## src/rtl/act_vector_streamer.sv

```systemverilog
// Captures a layer's parallel float32 activation vector and streams it one word per
// cycle over valid/ready with index and last tags. Define ACT_SKIP_ZERO_EN to skip +0 words.
module act_vector_streamer #(
    parameter int N_IN  = 30,
    parameter int DW    = 32,
    parameter int IDX_W = 6
) (
    input  logic                 clk,
    input  logic                 rst_n,
    input  logic                 load,
    input  logic [N_IN*DW-1:0]   act_flat,
    output logic                 busy,
    output logic                 tx_valid,
    input  logic                 tx_ready,
    output logic [DW-1:0]        tx_data,
    output logic [IDX_W-1:0]     tx_idx,
    output logic                 tx_last,
    output logic                 drop_err
);

    typedef enum logic {IDLE, SEND} state_t;

    localparam logic [IDX_W-1:0] LAST_IDX = IDX_W'(N_IN - 1);

    state_t              state_q, state_d;
    logic [IDX_W-1:0]    ptr_q, ptr_d;
    logic                drop_q, drop_d;
    logic [N_IN*DW-1:0]  buf_q;
    logic                capture;
    logic                at_last;
    logic [IDX_W-1:0]    first_ptr;
    logic [IDX_W-1:0]    next_ptr;
    logic [DW-1:0]       data_mux;

`ifdef ACT_SKIP_ZERO_EN
    // Lowest element at or after start that is not +0; the final element is always sent.
    function automatic logic [IDX_W-1:0] next_sent(input logic [N_IN*DW-1:0] v, input int start);
        logic [IDX_W-1:0] result;
        result = LAST_IDX;
        for (int k = N_IN - 2; k >= 0; k--) begin
            if (k >= start && v[k*DW +: DW] != '0) result = IDX_W'(k);
        end
        return result;
    endfunction

    assign first_ptr = next_sent(act_flat, 0);
    assign next_ptr  = next_sent(buf_q, int'(ptr_q) + 1);
`else
    assign first_ptr = '0;
    assign next_ptr  = ptr_q + 1'b1;
`endif

    assign at_last = (ptr_q == LAST_IDX);

    // NOTE: every variable written here gets a default first, so no path leaves it unassigned (no latch).
    always_comb begin
        state_d = state_q;
        ptr_d   = ptr_q;
        drop_d  = 1'b0;
        capture = 1'b0;
        unique case (state_q)
            IDLE: begin
                if (load) begin
                    capture = 1'b1;
                    ptr_d   = first_ptr;
                    state_d = SEND;
                end
            end
            SEND: begin
                if (tx_ready && at_last) begin
                    if (load) begin
                        capture = 1'b1;
                        ptr_d   = first_ptr;
                    end else begin
                        ptr_d   = '0;
                        state_d = IDLE;
                    end
                end else begin
                    if (tx_ready) ptr_d = next_ptr;
                    drop_d = load;
                end
            end
            default: state_d = IDLE;
        endcase
    end

    // NOTE: sequential state uses non-blocking assignments so all registers update from pre-edge values.
    always_ff @(posedge clk) begin
        if (!rst_n) begin
            state_q <= IDLE;
            ptr_q   <= '0;
            drop_q  <= 1'b0;
        end else begin
            state_q <= state_d;
            ptr_q   <= ptr_d;
            drop_q  <= drop_d;
        end
    end

    // NOTE: the capture buffer is deliberately not reset; outputs are gated by state, so its contents never leak.
    always_ff @(posedge clk) begin
        if (capture) buf_q <= act_flat;
    end

    always_comb begin
        data_mux = '0;
        for (int k = 0; k < N_IN; k++) begin
            if (state_q == SEND && ptr_q == IDX_W'(k)) data_mux = buf_q[k*DW +: DW];
        end
    end

    assign busy     = (state_q == SEND);
    assign tx_valid = (state_q == SEND);
    assign tx_data  = data_mux;
    assign tx_idx   = ptr_q;
    assign tx_last  = (state_q == SEND) && at_last;
    assign drop_err = drop_q;

endmodule

```

## config.mk

```make
export PLATFORM = sky130hd
export DESIGN_NAME = act_vector_streamer
export DESIGN_NICKNAME = d
export VERILOG_FILES = /design/src/rtl/act_vector_streamer.sv
export SDC_FILE = /design/constraint.sdc
export NUM_CORES = 1
export LEC_CHECK = 0
export ABC_AREA = 0
export CAP_MARGIN = 20
export CORE_AREA = 10 10 382 384
export DETAILED_ROUTE_END_ITERATION = 12
export DIE_AREA = 0 0 392 394
export DONT_BUFFER_PORTS = 1
export SYNTH_ARGS = -nofsm -noshare
export SYNTH_HDL_FRONTEND = slang
export SYNTH_SLANG_ARGS = --single-unit
```

## constraint.sdc

```tcl
create_clock -name clk -period 132.9 [get_ports clk]
set_clock_uncertainty 0.05 [all_clocks]
set_input_delay 26.58 -clock clk [delete_from_list [all_inputs] [get_ports clk]]
set_output_delay 26.58 -clock clk [all_outputs]
set_load 0.1 [all_outputs]
```

==> impl_metrics.env <==
export IMPL_status="completed"
export IMPL_rsz0062_at_grt="no"
export IMPL_grt_pass1_wl_um=240000
export IMPL_power_density_mw_per_mm2=15.5
export IMPL_yosysWarnings=0
export IMPL_final_max_slew_viol_count=0
export IMPL_synth_compound_area_share_pct=13.2
export IMPL_ys_seq_elements=968
export IMPL_layout_drive_gt1_share_pct=14.0
export IMPL_fmax_ghz=0.0309
export IMPL_portBuffers=0
export IMPL_grt_start_max_net_pins=185
export IMPL_async_flop_share_pct=0
export IMPL_clockBufferDepth=3
export IMPL_core_mm2=0.139
export IMPL_ant_nets=0
export IMPL_cap_violations=0
export IMPL_htreeDepth=3
export IMPL_clockRootBuffer="clkbuf_16"
export IMPL_postCtsSetupRepairBufs=0
export IMPL_synth_top_family_by_area="compound AO/OA/AOI/OAI gates"
export IMPL_clock_sinks=968
export IMPL_fin_tns_setup_ns=0
export IMPL_ioPinCount=1006
export IMPL_area_delta_synth_final_pct=18.5
export IMPL_postCtsResizedCells=0
export IMPL_synthFlopType="edfxtp_1"
export IMPL_synthMuxAreaShare_pct=0.0571
export IMPL_die_h_um=394
export IMPL_power_leakage_nw=14.2
export IMPL_cp_end_kind="primary output"
export IMPL_clk_pin_slew_ns=0.06
export IMPL_grt_pass1_vias=23900
export IMPL_firstDrtPassIters=6
export IMPL_wl_per_cell_um=42.5
export IMPL_crit_required_ns=106.27
export IMPL_hold_worst_slack_ns=0.576
export IMPL_synth_edff_count=960
export IMPL_post_dp_hpwl_um=150000
export IMPL_overflow=0
export IMPL_power_mw=0.684
export IMPL_drc=0
export IMPL_hold_viol=0
export IMPL_finalNonFillerCells=4436
export IMPL_cts_buffers=102
export IMPL_avgSynthCellArea_um2=15.7
export IMPL_hold_class="register to register"
export IMPL_synthesis_area_mm2=0.0372
export IMPL_clock_latency_ns=0.71
export IMPL_min_period_ns=32.40
export IMPL_drt_total_wl_um=189000
export IMPL_die_w_um=392
export IMPL_fin_nets=3440
export IMPL_crit_fanout=21
export IMPL_startpoint_type="register"
export IMPL_synthesis_instances=2370
export IMPL_finalSetupViolCount=0
export IMPL_drt_iter0_markers=3658
export IMPL_gp_congestion=0.955
export IMPL_viasPerCell=5.57
export IMPL_tightestPinTransition_ns=1.34
export IMPL_fin_crit_sh_pct=24.4
export IMPL_arrival_ns=5.77
export IMPL_ys_seq_area_share_pct=77.9
export IMPL_yosysUniqueCellTypes=79
export IMPL_dr_total_vias=24700
export IMPL_hold_buffers=0
export IMPL_fp_row_count=137
export IMPL_initial_core_util_pct=26.9
export IMPL_yosys_area_share_simple_pct=7.03
export IMPL_dp_cells=4174
export IMPL_synthAdderAreaFrac_pct=0.134
export IMPL_slew_headroom_pct=10.4
export IMPL_synth_xor_xnor_area_share_pct=0.0941
export IMPL_setup_ws_ns=100.50
export IMPL_cts_tree="built"
export IMPL_dieArea_mm2=0.154
export IMPL_path_class="register to primary output"
export IMPL_synth_fp_nets=3338
export IMPL_grt_antenna_before_repair=124
export IMPL_place_ws_ns=101.11
export IMPL_ir_drop_mv=0.0136
export IMPL_grtUsageTotal_pct=23.3
where the power goes:
group / total [mW] / switching, mW / leakage, nW / internal, mW
logic: 0.0255 / 0.0204 / 3.37 / 0.00508
clock network: 0.294 / 0.130 / 1.63 / 0.165
registers: 0.365 / 0.00793 / 9.20 / 0.357
total: 0.684 / 0.158 / 14.2 / 0.526
layer usage:
| metal | track usage (%) | share of wire, % | vias to the layer above |
|---|---|---|---|
| met1 | 29.0 | 39 | 12500 |
| met2 | 39.4 | 49 | 1690 |
| li1 | - | - | 10000 |
| met5 | 0 | 0.30 | - |
| met3 | 6.71 | 9.3 | 346 |
| met4 | 6.24 | 2.6 | 84 |
critical path, stage by stage, from the launching register on:
cell      delay, ns
dfxtp_2        0.93
nor4bb_2       0.41
buf_4          0.23
nand2_1        0.63
and3_1         0.40
o21ai_0        0.76
a21oi_1        0.27
o21ai_0        0.59
a21o_1         0.80
flip-flops by register name, indices dropped and copies added, names as in the netlist:
| register | cells |
|---|---|
| buf_q | 960 |
| busy | 1 |
| drop_err | 1 |
| tx_idx | 6 |
Yosys cell counts, drive strengths merged, types with 19 or more instances:
| master | count | area [µm²] |
|---|---|---|
| a221o | 22 | 220 |
| nor3 | 39 | 221 |
| a211oi | 21 | 158 |
| buf | 48 | 243 |
| nor4 | 22 | 144 |
| a21oi | 72 | 360 |
| edfxtp | 960 | 28800 |
| clkbuf | 82 | 308 |
| o21ai | 116 | 581 |
| o221ai | 56 | 490 |
| nand2 | 173 | 649 |
| o211ai | 24 | 180 |
| nor2 | 219 | 840 |
| o22ai | 105 | 657 |
| nand3 | 41 | 205 |
| nand4 | 19 | 119 |
| a221oi | 120 | 1050 |
| a22oi | 51 | 388 |
kinds of logic (layout without fill, tap and decap cells):
| logic type | count (synthesis) | after routing |
|---|---|---|
| AO/OA/AOI/OAI | 687 | 687 |
| XOR/XNOR | 4 | 4 |
| adder cells (fa/ha/maj) | 4 | 4 |
| buffers and inverters | 138 | 326 |
| flip-flops | 968 | 968 |
| multiplexers | 2 | 2 |
| other | 0 | 71 |
| AND/OR/NAND/NOR | 567 | 567 |
layout make-up:
type	instances	area (µm²)
clock buffers	124	2640
well taps	1807	2260
clock inverters	66	757
flip-flops and latches	968	29000
diodes	71	178
inverters	8	30.0
fillers	13500	94400
multi-input cells	1264	8050
repair buffers	128	1210
cell usage in the layout (no fill, tap or decap), types with 7 or more instances in the layout:
cell and instances:
inv_1 7, a211oi_1 20, clkinv_2 12, and3_1 11, o211ai_1 24, clkinv_1 19
a31oi_1 11, a22oi_1 50, a2111oi_0 7, clkbuf_1 22, nor2_2 13, nor3_1 31
nor2_4 8, nor2_1 198, nor4_1 15, o2111ai_1 10, o22ai_1 103, a221oi_1 119
o221ai_1 56, inv_6 9, a221o_1 22, edfxtp_1 960, buf_16 10, a21oi_1 69
nand3_1 41, o21ai_0 107, buf_4 110, diode_2 71, nand4_1 19, nand2_1 173
clkbuf_16 102, bufinv_16 11
per-stage QoR:
step,cell area (µm²),utilization [%]
2_1_floorplan,37200,-
3_3_place_gp,40300,29.1
3_5_place_dp,40500,29.3
4_1_cts,43900,31.7
5_1_grt,44000,31.8
6_report,44100,31.9
path summary, 6_finish.rpt:
path | from | end | slack, ns | cells past startpoint
min reg2reg | tx_idx[1]$_SDFFE_PN0P_ | tx_idx[1]$_SDFFE_PN0P_ | 0.58 | 2
max reg2reg | tx_idx[3]$_SDFFE_PN0P_ | buf_q[681]$_DFFE_PP_ | 128.02 | 7
min | tx_idx[1]$_SDFFE_PN0P_ | tx_idx[1]$_SDFFE_PN0P_ | 0.58 | 2
max | tx_idx[2]$_SDFFE_PN0P_ | tx_data[24] | 100.50 | 8
No activity file was read; power rests on OpenSTA's default activity.
